<file path="config.mk">
export PLATFORM = sky130hd
export DESIGN_NAME = fetch_unit
export DESIGN_NICKNAME = d
export VERILOG_FILES = /design/src/rtl/cpu_pkg.sv /design/src/rtl/if_id_reg.sv /design/src/rtl/fetch_unit.sv
export SDC_FILE = /design/constraint.sdc
export NUM_CORES = 1
export LEC_CHECK = 0
export BUFFER_PORTS_ARGS = -buffer_cell sky130_fd_sc_hd__buf_4
export CAP_MARGIN = 10
export CORE_MARGIN = 5
export CORE_UTILIZATION = 40
export CTS_BUF_LIST = sky130_fd_sc_hd__clkbuf_2 sky130_fd_sc_hd__clkbuf_4 sky130_fd_sc_hd__clkbuf_8
export CTS_CLUSTER_SIZE = 10
export DETAILED_ROUTE_END_ITERATION = 10
export PLACE_DENSITY = 0.66
export SETUP_SLACK_MARGIN = 0.2
export SYNTH_ARGS = -nofsm -noshare
export SYNTH_HDL_FRONTEND = slang
export SYNTH_HIERARCHICAL = 1
export SYNTH_SLANG_ARGS = --single-unit
export TNS_END_PERCENT = 50
</file>
<file path="constraint.sdc">
create_clock -name clk -period 2.3 [get_ports clk]
set_input_delay 0.345 -clock clk [delete_from_list [all_inputs] [get_ports clk]]
set_output_delay 0.345 -clock clk [all_outputs]
set_load 0.02 [all_outputs]
</file>
<file path="src/rtl/cpu_pkg.sv">
// Shared definitions for the CPU front end.
// Contents:
//   RESET_PC_DEFAULT - default address of the first fetch after reset
//   NOP_INSTR        - canonical NOP (addi x0, x0, 0) held in IF/ID after reset
//   fetch_state_t    - fetch FSM state encoding
//   word_align()     - clears the byte-offset bits of an address
package cpu_pkg;

    localparam logic [31:0] RESET_PC_DEFAULT = 32'h0000_0000;
    localparam logic [31:0] NOP_INSTR        = 32'h0000_0013;

    typedef enum logic [1:0] {
        S_REQ  = 2'd0,   // request presented to instruction memory
        S_WAIT = 2'd1,   // request granted, waiting for read data
        S_HOLD = 2'd2,   // word parked in skid buffer while decode stalls
        S_DROP = 2'd3    // redirected with a response in flight; discard it
    } fetch_state_t;

    function automatic logic [31:0] word_align(input logic [31:0] addr);
        return {addr[31:2], 2'b00};
    endfunction

endpackage

</file>
<file path="src/rtl/if_id_reg.sv">
// IF/ID pipeline register with stall and flush.
// Ports:
//   clk, rst_n          - clock, synchronous active-low reset
//   flush               - redirect: invalidate the entry (highest priority)
//   load                - capture a new instruction word
//   stall               - decode cannot accept: hold everything
//   instr_in/pc_in/pc_plus4_in - data captured on load
//   valid/instr/pc/pc_plus4    - registered outputs toward decode
// With neither load nor stall the entry becomes a bubble (valid drops).
module if_id_reg
    import cpu_pkg::*;
(
    input  logic        clk,
    input  logic        rst_n,
    input  logic        flush,
    input  logic        load,
    input  logic        stall,
    input  logic [31:0] instr_in,
    input  logic [31:0] pc_in,
    input  logic [31:0] pc_plus4_in,
    output logic        valid,
    output logic [31:0] instr,
    output logic [31:0] pc,
    output logic [31:0] pc_plus4
);

    logic        valid_r;
    logic [31:0] instr_r;
    logic [31:0] pc_r;
    logic [31:0] pc_plus4_r;

    // IF/ID storage: flush beats load, load beats stall, otherwise bubble
    always_ff @(posedge clk) begin
        if (!rst_n) begin
            valid_r    <= 1'b0;
            instr_r    <= NOP_INSTR;
            pc_r       <= 32'h0000_0000;
            pc_plus4_r <= 32'h0000_0000;
        end else if (flush) begin
            valid_r    <= 1'b0;
        end else if (load) begin
            valid_r    <= 1'b1;
            instr_r    <= instr_in;
            pc_r       <= pc_in;
            pc_plus4_r <= pc_plus4_in;
        end else if (!stall) begin
            valid_r    <= 1'b0;
        end else begin
            valid_r    <= valid_r;
        end
    end

    assign valid    = valid_r;
    assign instr    = instr_r;
    assign pc       = pc_r;
    assign pc_plus4 = pc_plus4_r;

endmodule

</file>
<file path="src/rtl/fetch_unit.sv">
// Instruction fetch unit: PC, fetch FSM, one-entry skid buffer, IF/ID register.
// Ports:
//   clk, rst_n                     - clock, synchronous active-low reset
//   imem_req/imem_addr (out)       - fetch request and word-aligned address
//   imem_gnt/imem_rvalid/imem_rdata- memory handshake and returned word
//   PCsrc/PCTarget                 - redirect from execute (priority over all)
//   stall                          - decode cannot accept; hold IF/ID
//   instr_valid/Instr/PC_D/PCPlus4_D - IF/ID contents toward decode
// Only one request is ever outstanding, so PC always names the word being
// fetched and only advances once that word has been handed to IF/ID.
module fetch_unit
    import cpu_pkg::*;
#(
    parameter logic [31:0] RESET_PC = RESET_PC_DEFAULT
) (
    input  logic        clk,
    input  logic        rst_n,
    output logic        imem_req,
    output logic [31:0] imem_addr,
    input  logic        imem_gnt,
    input  logic        imem_rvalid,
    input  logic [31:0] imem_rdata,
    input  logic        PCsrc,
    input  logic [31:0] PCTarget,
    input  logic        stall,
    output logic        instr_valid,
    output logic [31:0] Instr,
    output logic [31:0] PC_D,
    output logic [31:0] PCPlus4_D
);

    fetch_state_t state_r;
    fetch_state_t state_nx_s;
    logic [31:0]  pc_r;
    logic [31:0]  skid_r;
    logic [31:0]  pc_plus4_s;

    logic         imem_req_s;
    logic         ifid_load_s;
    logic [31:0]  ifid_instr_s;
    logic         pc_adv_s;
    logic         skid_cap_s;

    assign pc_plus4_s = pc_r + 32'd4;   // wraps modulo 2^32

    // FSM state register
    always_ff @(posedge clk) begin
        if (!rst_n) begin
            state_r <= S_REQ;
        end else begin
            state_r <= state_nx_s;
        end
    end

    // FSM next-state logic; a redirect always overrides normal flow
    always_comb begin
        state_nx_s = state_r;
        case (state_r)
            S_REQ: begin
                // Redirect with a same-cycle grant leaves a response in flight
                if (PCsrc) begin
                    state_nx_s = imem_gnt ? S_DROP : S_REQ;
                end else if (imem_gnt) begin
                    state_nx_s = S_WAIT;
                end else begin
                    state_nx_s = S_REQ;
                end
            end
            S_WAIT: begin
                if (PCsrc) begin
                    state_nx_s = imem_rvalid ? S_REQ : S_DROP;
                end else if (imem_rvalid) begin
                    state_nx_s = stall ? S_HOLD : S_REQ;
                end else begin
                    state_nx_s = S_WAIT;
                end
            end
            S_HOLD: begin
                if (PCsrc || !stall) begin
                    state_nx_s = S_REQ;
                end else begin
                    state_nx_s = S_HOLD;
                end
            end
            S_DROP: begin
                if (imem_rvalid) begin
                    state_nx_s = S_REQ;
                end else begin
                    state_nx_s = S_DROP;
                end
            end
            default: begin
                state_nx_s = S_REQ;
            end
        endcase
    end

    // FSM outputs: memory request plus IF/ID, PC and skid controls
    always_comb begin
        imem_req_s   = 1'b0;
        ifid_load_s  = 1'b0;
        ifid_instr_s = imem_rdata;
        pc_adv_s     = 1'b0;
        skid_cap_s   = 1'b0;
        case (state_r)
            S_REQ: begin
                // Gated by rst_n so no request is visible while reset is held
                imem_req_s = rst_n;
            end
            S_WAIT: begin
                if (!PCsrc && imem_rvalid) begin
                    if (!stall) begin
                        ifid_load_s = 1'b1;
                        pc_adv_s    = 1'b1;
                    end else begin
                        skid_cap_s  = 1'b1;
                    end
                end else begin
                    ifid_load_s = 1'b0;
                end
            end
            S_HOLD: begin
                if (!PCsrc && !stall) begin
                    ifid_load_s  = 1'b1;
                    ifid_instr_s = skid_r;
                    pc_adv_s     = 1'b1;
                end else begin
                    ifid_load_s  = 1'b0;
                end
            end
            S_DROP: begin
                imem_req_s = 1'b0;
            end
            default: begin
                imem_req_s = 1'b0;
            end
        endcase
    end

    // PC and skid buffer; the skid is only meaningful in S_HOLD, so leaving
    // S_HOLD (release or redirect) empties it without a separate flag
    always_ff @(posedge clk) begin
        if (!rst_n) begin
            pc_r   <= word_align(RESET_PC);
            skid_r <= NOP_INSTR;
        end else if (PCsrc) begin
            pc_r   <= word_align(PCTarget);
            skid_r <= NOP_INSTR;
        end else begin
            if (pc_adv_s) begin
                pc_r <= pc_plus4_s;
            end
            if (skid_cap_s) begin
                skid_r <= imem_rdata;
            end
        end
    end

    assign imem_req  = imem_req_s;
    assign imem_addr = pc_r;

    if_id_reg u_if_id (
        .clk        (clk),
        .rst_n      (rst_n),
        .flush      (PCsrc),
        .load       (ifid_load_s),
        .stall      (stall),
        .instr_in   (ifid_instr_s),
        .pc_in      (pc_r),
        .pc_plus4_in(pc_plus4_s),
        .valid      (instr_valid),
        .instr      (Instr),
        .pc         (PC_D),
        .pc_plus4   (PCPlus4_D)
    );

endmodule
</file>
==> implementation parameters <==
Parameter                              Value

Status
  Result of the run ... finished, final reports clean

Synthesis
  Synthesized area per cell ... around 8.6 µm²
  Sequential fraction of the synthesis area ... 42.5%
  Number of storage elements in the synthesis netlist ... about 160
  Top cells by area in the synthesized netlist ... dfxtp_1, nand2_1, mux2i_1
  Most common library cells after synthesis ... nand2_1, dfxtp_1, mux2i_1
  Netlist cell types ... 55
  Number of enable flip-flop cells after synthesis ... 0
  Dominant cell by count in the synthesized netlist ... nand2_1
  Cell count after synthesis ... 879
  Post-synthesis instance area ... about 7600 µm²
  Total number of yosys warnings ... 6
  Portion of synthesized cell area occupied by the leading cell type ... a little over two fifths
  Async set-reset flop share out of synthesis ... 0%
  Most area-hungry cell type in the Yosys netlist ... dfxtp_1
  Primary FF master, synth ... dfxtp_1

Die
  Area of the core region ... approximately 19000 µm²
  Standard-cell rows ... 50
  Die Span X ... ~150 µm
  Die span in y ... around 150 µm
  Starting density of the core ... around two fifths
  Area of the die ... roughly 22000 µm²
  IO Pins ... 200

Clock network
  Post-CTS Hold Fix Bufs ... 0
  Longest Clk Path Bufs ... 2
  TritonCTS clock tree ... yes
  Cts bufs inserted ... 17
  Buffer type at the clock tree root ... clkbuf_8
  Clock latency on the worst-skew pair ... 0.46 ns
  Number of levels in the clock H-tree ... 4
  Number of sinks on the clock net ... around 160
  Post-CTS clock slew at the launch and capture registers of the worst setup and hold paths ... approximately 0.10 ns

Power
  Peak VDD IR ... ~0.00032 V
  Total leakage power ... slightly below 4 nW
  Internal portion of total power ... roughly 0.0041 W
  Total power per unit cell area ... 583 nW/µm²
  Net Switching ... about 0.0016 W
  Power share of the clock group ... between 30 and 40%
  Total Power Consumption ... roughly 0.0057 W
  Fraction of power consumed by sequential logic ... between 50% and 60%
  Share of power burned in combinational logic ... under 10%
  Fraction of power spent switching nets ... between 20% and 30%

Drt
  Routed Wire Length ... roughly 22000 µm
  Via count ... roughly 6600
  Initial detailed-routing violation count ... approximately 300
  Average vias per placed instance ... just over 5
  Average wire length per cell after detail routing ... approximately 17 µm
  Drt first pass iters ... 5
  Number of remaining DRC errors ... 0
  Number of nets with antenna violations after routing ... 0

Critical path
  Worst setup path endpoint ... u_if_id/pc_plus4[30]
  Worst path arrival time ... approximately 2.4 ns
  Setup Crit Path Kind ... reg2reg
  Worst endpoint required time ... about 2.7 ns
  Reg2reg start ... imem_addr[2]
  Capturing element type of the critical path ... flip-flop
  FF-to-FF setup slack ... around 0.31 ns
  Worst setup startpoint ... imem_addr[2]
  Reg2reg end ... u_if_id/pc_plus4[30]
  Highest net fanout along the worst path ... 8
  Startpoint types ... flip-flop
  Reg2Reg Depth ... 8

Global route
  Global-route congestion overflow total ... 0
  Wire length of the first global-routing pass ... about 33000 µm
  Pin count of the biggest net entering global routing ... 76
  Number of global-route vias before repair ... roughly 6300
  GRT Overall Usage ... between 10% and 20%
  Number of antenna violations at the first check in global routing ... 0

Final layout
  Number of nets in the finished design ... between 1000 and 1500
  Fill count ... approximately 1800
  Layout area overhead ... 28.8%
  Proportion of layout cells with a drive suffix above 1 ... about 28%
  Post-Route Utilization ... around 52%
  Number of diodes added for antenna fixing ... 0

STA
  Upper clock frequency limit ... a little over 0.5 GHz
  Fin crit period ... 1.99 ns
  Max_slew headroom ... approximately three fifths
  Summed negative setup slack over all endpoints ... 0 ns
  Final worst path period share ... between 80% and 90%
  RSZ-0062 raised after global routing ... true
  Skew final ... roughly 0.02 ns
  Number of hold-slack violations in the final timing report ... 0
  Final count of pins violating max slew ... 0
  Measured slew at the worst slew-check pin ... about 0.6 ns
  Final setup viols ... 0

Min path
  Worst hold path depth ... 3
  Class of the most critical hold timing path ... in2reg

Place
  Hpwl dp ... between 10000 and 15000 µm
  Final estimated routing congestion in global placement ... 0.785
  Count of buffers inserted at the top-level ports ... roughly 200

Job
  Maxcap violations ... 0
cell usage in the layout, fill, tap and decap left out, drive strengths merged, types with 7 or more instances in the layout:
master / synthesis / layout
nand3: 17 / 17
a21oi: 41 / 41
nand4: 13 / 13
inv: 13 / 21
a31oi: 13 / 13
buf: 34 / 223
mux2i: 93 / 93
clkbuf: 34 / 21
dfxtp: 161 / 161
o21ai: 15 / 15
and3: 9 / 9
nand2: 278 / 278
mux2: 33 / 33
xnor2: 21 / 21
nor2: 23 / 23
and2: 10 / 10
xor2: 7 / 7
through the flow:
| stage | cells | hold slack, ns | worst slack [ns] | area (µm²) |
|---|---|---|---|---|
| after global placement | 1270 | 0.438 | 0.190 | 9200 |
| after global routing | 1309 | 0.109 | 0.172 | 9770 |
| after floorplan | 884 | 0.421 | 0.246 | 7600 |
| after CTS | 1302 | 0.0911 | 0.206 | 9630 |
| after detailed placement | 1270 | 0.445 | 0.168 | 9200 |
| final | 1309 | 0.116 | 0.315 | 9770 |
routing by layer:
layer	routed length, µm	global-route usage, %	up-vias	part of all wire (%)
met2	10100	29.9	171	47
met5	0	0	-	0
met1	9900	24.8	3122	46
li1	-	-	3331	-
met3	1380	5.21	16	6.4
met4	266	4.01	0	1.2
critical path, cell delays in order (launching register included):
cell and delay (ns):
dfxtp_1 0.35, ha_1 0.26, nand3_2 0.22, nor4_4 0.26, buf_4 0.21, and3_1 0.23
xor2_1 0.16, nand2_1 0.06, mux2i_1 0.15
repair_timing:
item	CTS	global route
setup endpoints to repair	7	101
setup buffers	0	3
gates resized for setup	1	9
cloned	0	4
state kept, by name (all words and copies together) (netlist names):
register	count
state_r	2
imem_addr	30
u_if_id/pc_plus4	32
u_if_id/instr	32
skid_r	32
u_if_id/pc	32
u_if_id/valid	1
worst min path at each step:
stage	endpoint	slack, ns	startpoint
after floorplan	u_if_id/valid	0.42	PCsrc
after CTS	skid_r[4]	0.09	imem_rdata[4]
after global routing	skid_r[0]	0.11	imem_rdata[0]
after global placement	skid_r[7]	0.44	skid_r[7]
final	skid_r[4]	0.12	imem_rdata[4]
after detailed placement	skid_r[9]	0.45	skid_r[9]
power by group through the flow:
stage	logic [W]	clock network, W	registers [W]
after floorplan	0.000281	0	0.00298
after global placement	0.000544	0	0.00295
after detailed placement	0.000548	0	0.00295
after CTS	0.000550	0.00231	0.00289
after global routing	0.000605	0.00243	0.00290
final	0.000554	0.00225	0.00289
final cells by class:
class	count	area [µm²]	share of cell area, %
Timing Repair Buffer	227	1820	18.6
Inverter	13	48.8	0.500
Multi-Input combinational cell	642	3960	40.5
Sequential cell	161	3220	33.0
Clock buffer	17	234	2.40
Tap cell	234	293	3.00
Clock inverter	15	193	1.97
logic make-up (layout without fill, tap and decap cells):
kind of cell	after synthesis	after routing	share of synthesized area, %
AO/OA/AOI/OAI	105	105	8.77
XOR/XNOR	28	28	3.24
adder cells (fa/ha/maj)	6	6	0.990
buffers and inverters	81	272	5.73
flip-flops	161	161	42.5
multiplexers	126	126	17.2
other	1	6	0.0495
AND/OR/NAND/NOR	371	371	21.5
No activity file was read; power rests on OpenSTA's default activity.
